### src/rtl/nrzi_pkg.sv
// Shared types and constants for the NRZI serial transmitter.
// Latency: none (declarations only).
// Backpressure: none (declarations only).
package nrzi_pkg;

  // Transmitter states. STUFF is only reachable when bit stuffing is compiled in.
  typedef enum logic [1:0] {
    IDLE  = 2'd0,
    SHIFT = 2'd1,
    STUFF = 2'd2
  } state_t;

  // Number of consecutive transmitted 1s that forces an inserted 0.
  localparam int STUFF_LIMIT = 6;

  // Default data word width in bits.
  localparam int WORD_W_DEF = 8;

  // Width of the consecutive-ones counter (must hold STUFF_LIMIT).
  localparam int ONES_W = $clog2(STUFF_LIMIT + 1);

endpackage

### src/rtl/nrzi_stuff_ctr.sv
// Consecutive-ones counter that requests a stuffed 0 after STUFF_LIMIT transmitted 1s.
// Latency: stuff_req is combinational from the current bit and the registered count.
// Backpressure: none; the parent FSM decides when bits are shifted.
module nrzi_stuff_ctr
  import nrzi_pkg::*;
(
  input  logic clk,
  input  logic reset,
  input  logic shift_en,
  input  logic bit_in,
  output logic stuff_req
);

  logic [ONES_W-1:0] ones;

  // Count transmitted 1s; any 0, stuff cycle or idle cycle clears the run.
  always_ff @(posedge clk) begin
    if (reset) begin
      ones <= '0;
    end else if (shift_en && bit_in) begin
      ones <= ones + ONES_W'(1);
    end else begin
      ones <= '0;
    end
  end

  // The bit going out now completes the run, so the next cycle must be a stuff cycle.
  always_comb begin
    stuff_req = shift_en && bit_in && (ones == ONES_W'(STUFF_LIMIT - 1));
  end

endmodule

### src/rtl/nrzi_tx.sv
// NRZI serial transmitter: shifts words out LSB first, a 1 toggles line, a 0 holds it.
// Latency: bit k of a word accepted at edge N appears on line after edge N+1+k.
// Backpressure: ready only in IDLE or the final bit/stuff cycle; NRZI_TX_STUFF_EN adds bit stuffing.
module nrzi_tx
  import nrzi_pkg::*;
#(
  parameter int WORD_W = WORD_W_DEF
) (
  input  logic              clk,
  input  logic              reset,
  input  logic [WORD_W-1:0] data,
  input  logic              valid,
  output logic              ready,
  output logic              line,
  output logic              busy
);

  localparam int              CNT_W    = $clog2(WORD_W);
  localparam logic [CNT_W-1:0] LAST_CNT = CNT_W'(WORD_W - 1);

  state_t            state;
  state_t            state_nxt;
  logic [WORD_W-1:0] sreg;
  logic [WORD_W-1:0] sreg_nxt;
  logic [CNT_W-1:0]  cnt;
  logic [CNT_W-1:0]  cnt_nxt;
  logic              line_nxt;
  logic              rdy_raw;
  logic              last_bit;

`ifdef NRZI_TX_STUFF_EN
  // Remembers that the stuff cycle in progress follows the last bit of a word.
  logic word_done;
  logic word_done_nxt;
  logic stuff_req;

  nrzi_stuff_ctr u_stuff_ctr (
    .clk       (clk),
    .reset     (reset),
    .shift_en  (state == SHIFT),
    .bit_in    (sreg[0]),
    .stuff_req (stuff_req)
  );
`endif

  assign last_bit = (cnt == LAST_CNT);

  // Next-state, datapath and handshake decode; every path starts from hold values.
  always_comb begin
    state_nxt = state;
    sreg_nxt  = sreg;
    cnt_nxt   = cnt;
    line_nxt  = line;
    rdy_raw   = 1'b0;
`ifdef NRZI_TX_STUFF_EN
    word_done_nxt = word_done;
`endif

    case (state)
      IDLE: begin
        rdy_raw = 1'b1;
        if (valid) begin
          sreg_nxt  = data;
          cnt_nxt   = '0;
          state_nxt = SHIFT;
        end
      end

      SHIFT: begin
        line_nxt = line ^ sreg[0];
        sreg_nxt = sreg >> 1;
`ifdef NRZI_TX_STUFF_EN
        if (stuff_req) begin
          // The handshake moves to the stuff cycle when it follows the last bit.
          state_nxt     = STUFF;
          word_done_nxt = last_bit;
          if (!last_bit) begin
            cnt_nxt = cnt + CNT_W'(1);
          end
        end else
`endif
        if (last_bit) begin
          rdy_raw = 1'b1;
          if (valid) begin
            // Back-to-back word: reload with no idle bit in between.
            sreg_nxt = data;
            cnt_nxt  = '0;
          end else begin
            cnt_nxt   = '0;
            state_nxt = IDLE;
          end
        end else begin
          cnt_nxt = cnt + CNT_W'(1);
        end
      end

`ifdef NRZI_TX_STUFF_EN
      STUFF: begin
        // Inserted 0: line holds and the bit counter does not advance.
        word_done_nxt = 1'b0;
        if (word_done) begin
          rdy_raw = 1'b1;
          if (valid) begin
            sreg_nxt  = data;
            cnt_nxt   = '0;
            state_nxt = SHIFT;
          end else begin
            cnt_nxt   = '0;
            state_nxt = IDLE;
          end
        end else begin
          state_nxt = SHIFT;
        end
      end
`endif

      default: begin
        state_nxt = IDLE;
      end
    endcase
  end

  // State and datapath registers; reset wins over any simultaneous handshake.
  always_ff @(posedge clk) begin
    if (reset) begin
      state <= IDLE;
      sreg  <= '0;
      cnt   <= '0;
      line  <= 1'b0;
`ifdef NRZI_TX_STUFF_EN
      word_done <= 1'b0;
`endif
    end else begin
      state <= state_nxt;
      sreg  <= sreg_nxt;
      cnt   <= cnt_nxt;
      line  <= line_nxt;
`ifdef NRZI_TX_STUFF_EN
      word_done <= word_done_nxt;
`endif
    end
  end

  // Handshake is held off while reset is asserted.
  always_comb begin
    ready = rdy_raw && !reset;
    busy  = (state != IDLE);
  end

endmodule

### config.mk
export PLATFORM = sky130hd
export DESIGN_NAME = nrzi_tx
export DESIGN_NICKNAME = d
export VERILOG_FILES = /design/src/rtl/nrzi_pkg.sv /design/src/rtl/nrzi_stuff_ctr.sv /design/src/rtl/nrzi_tx.sv
export SDC_FILE = /design/constraint.sdc
export NUM_CORES = 1
export LEC_CHECK = 0
export CAP_MARGIN = 5
export CORE_MARGIN = 4
export CORE_UTILIZATION = 40
export CTS_BUF_LIST = sky130_fd_sc_hd__clkbuf_4 sky130_fd_sc_hd__clkbuf_8
export CTS_CLUSTER_DIAMETER = 200
export DETAILED_ROUTE_END_ITERATION = 12
export PLACE_DENSITY = 0.68
export SYNTH_ARGS = -nofsm -noshare
export SYNTH_HDL_FRONTEND = slang
export SYNTH_SLANG_ARGS = --single-unit
### constraint.sdc
create_clock -name clk -period 1.46 [get_ports clk]
set_input_delay 0.292 -clock clk [delete_from_list [all_inputs] [get_ports clk]]
set_output_delay 0.292 -clock clk [all_outputs]
set_load 0.02 [all_outputs]
==> flow_summary.ini <==
[status]
status = finished with violations
violations = setup timing

[floorplan]
die_x_um = 47.90
coreArea_mm2 = 0.001506
ios = 14
start_util_pct = 42.28
die-area_mm2 = 0.002294
num_rows = 14
chipHeight_um = 47.90

[worst_setup_path]
worstPathCellList = ha_4 > ha_4 > nor2b_4 > nor2_2 > buf_6
cpMostUsedCell = ha_4
startpoint_type = flip-flop
crit_buf_inv = 1
worstPathMaxFanout = 2
r2r_end = sreg[0]
crit_path_top_delay_cell = dfxtp_2
required_ps = 1170
crit_path_end_kind = output pin
path_delay_family = flip-flops
setup.worst_path.class = flip-flop to output pin
endpoint = ready
rrSetupSlack_ps = -40
r2r_cells = 7
path_depth = 5
reg2reg_from = cnt[0]
arrival_ps = 1240
critical-path-max-stage-delay_ps = 340
crit_path_start = cnt[0]

[yosys]
yosys-top-cells-area = dfxtp_1 (41%), mux2i_1 (11%), nor2_1 (8.3%)
yosysSeqAreaShare_pct = 40.86
synth_common_cells = nor2_1 (14), dfxtp_1 (13), mux2i_1 (7), a211oi_1 (4), buf_6 (4)
synthCells = 65
synth_cell_types = 19
synth_xor_area_share_pct = 1.375
yosysTopAreaCell = dfxtp_1
synth_adder_area_share_pct = 5.894
synth_top_family_by_area = compound AO/OA/AOI/OAI gates
synth_mux_area_share_pct = 11.00
yosysMostFrequentCell = nor2_1
async_flop_share_pct = 0
synth_compound_area_share_pct = 16.90
yosys.area_share.simple_pct = 15.13
yosysWarnings = 0
syn_area_per_cell_um2 = 9.798
yosysTopAreaCellShare_pct = 40.86
syn-num-nets = 79
syn_area_um2 = 636.9
synth-seq-cells = 13
synthFlopType = dfxtp_1
synth-edff-count = 0

[clock_network]
clock_insertion_delay_worst_skew_ps = 280
cts_sinks = 13
ctsHoldBuffers = 0
cts_made_buffers = 3
cts_tree = built
root_buffer = clkbuf_4
clock_path_buffers = 2
clk_pin_slew_worst_paths_ps = 80
htree_levels = 1

[sta]
drv_slew = 0
finClkSkew_ps = 1.928
max_freq_mhz = 650.7
slew_headroom_pct = 84.72
hold_viol = 0
min_period_ps = 1537
rsz0062_at_grt = yes
final-setup-viol-count = 5
worst_slack_ps = -76.77
finalCritPeriodShare_pct = 105.3
worst_slew_pin_slew_ps = 228.9

[power]
p_total_mw = 0.8202
p_seq_share_pct = 48.2
p_sw_share_pct = 25.78
irDropWorstVdd_v = 0.0006249
p_clk_share_pct = 29.7
internal-power_mw = 0.6088
p_per_area_mw_per_mm2 = 859.2
pwr-share-comb_pct = 22.1
p_sw_mw = 0.2115
power_leakage_nw = 0.3926

[flow_run]
drv_cap = 0

[placed_design]
pre_cts_ws_ps = -313.6
dpl_cell_area_um2 = 825.8
port_buffers = 13
post-dp-hpwl_um = 940.9
gp_congestion = 0.7507

[routing]
totalWireLength_um = 1443
detail_route.first_pass.iterations = 3
drt_iter0_markers = 2
wl_met3_um = 100
drc = 0
wire_per_inst_um = 13.74
wirelength_met1_um = 627
route.met2.wl_um = 701
top_layer = met4
via_per_inst = 5.219
drt.antenna.violating_nets = 0
num_vias = 548

[global_route]
track_usage_pct = 13.72
grt_pass1_vias = 539
antenna_found_initial = 0
grt_pass1_wl_um = 2111
grt_overflow_total = 0
grt_max_degree = 15

[worst_hold_path]
hold_class = flip-flop to flip-flop

[final_layout]
postLayoutCoreUtil_pct = 63.37
areaGrowthSynthToFinish_pct = 49.90
diodes = 0
drive_gt1_share_pct = 35.96
nets = 104
design_area_um2 = 954.7
metrics by stage:
stage	TNS, ps	cells	hold WS (ps)
6_report	-173.2	105	510.0
5_1_grt	-632.4	105	540.6
4_1_cts	-895.3	105	504.4
3_5_place_dp	-736.6	99	493.5
3_3_place_gp	-647.9	99	485.6
2_1_floorplan	0	65	364.8
flip-flops by register name, summed over array words and instances (netlist names):
signal	count
line	1
sreg	8
state	1
cnt	3
worst min-delay path, stage by stage, from the launching register on:
cell,delay (ps)
dfxtp_1,330
nand3_1,80
a21oi_1,60
cells by family (layout without fill, tap and decap cells):
logic type | after synthesis | count (layout)
AND/OR/NAND/NOR | 21 | 21
AO/OA/AOI/OAI | 13 | 13
adder cells (fa/ha/maj) | 3 | 3
flip-flops | 13 | 13
buffers and inverters | 7 | 31
XOR/XNOR | 1 | 1
multiplexers | 7 | 7
what timing repair did:
item / in CTS / in global routing
setup buffers: 2 / 1
gates resized for setup: 16 / 13
pin swaps: 3 / 7
endpoints found under the setup margin: 10 / 8
cells in the final DEF, fill, tap and decap left out, types with 2 or more instances in the layout:
cell type         n
dfxtp_2           2
a21oi_1           3
dfxtp_1          11
ha_4              3
mux2i_1           3
clkdlybuf4s50_1  10
inv_1             2
nor2_1           13
mux2i_2           4
buf_6             4
clkbuf_4          4
nor3b_1           3
buf_4             8
a211oi_2          3
a211oi_1          4
power by group through the flow:
| stage | registers (mW) | logic (mW) | clock network [mW] |
|---|---|---|---|
| 2_1_floorplan | 0.403 | 0.0921 | 0 |
| 3_3_place_gp | 0.400 | 0.159 | 0 |
| 3_5_place_dp | 0.400 | 0.161 | 0 |
| 4_1_cts | 0.394 | 0.164 | 0.256 |
| 5_1_grt | 0.399 | 0.196 | 0.265 |
| 6_report | 0.396 | 0.181 | 0.243 |
worst min path at each step:
stage          depth (start not counted)    start  endpoint  slack (ps)
2_1_floorplan                          1    reset   sreg[2]         360
3_3_place_gp                           2  sreg[7]   sreg[7]         490
3_5_place_dp                           2  sreg[7]   sreg[7]         490
4_1_cts                                2  sreg[4]   sreg[4]         500
5_1_grt                                2  sreg[2]   sreg[2]         540
6_report                               2  sreg[7]   sreg[7]         510
layout make-up:
type	instances	area, um^2
clock buffers	4	30.03
multi-input cells	45	390.4
repair buffers	25	244.0
flip-flops and latches	13	262.8
fillers	131	551.8
well taps	16	20.02
inverters	2	7.507
routing by layer:
layer,global-route usage [%],vias up
li1,-,272
met1,13.39,260
met2,24.54,13
met3,7.143,3
met4,4.839,0
met5,0,-
Note: power is estimated with default switching activity, not from simulation.
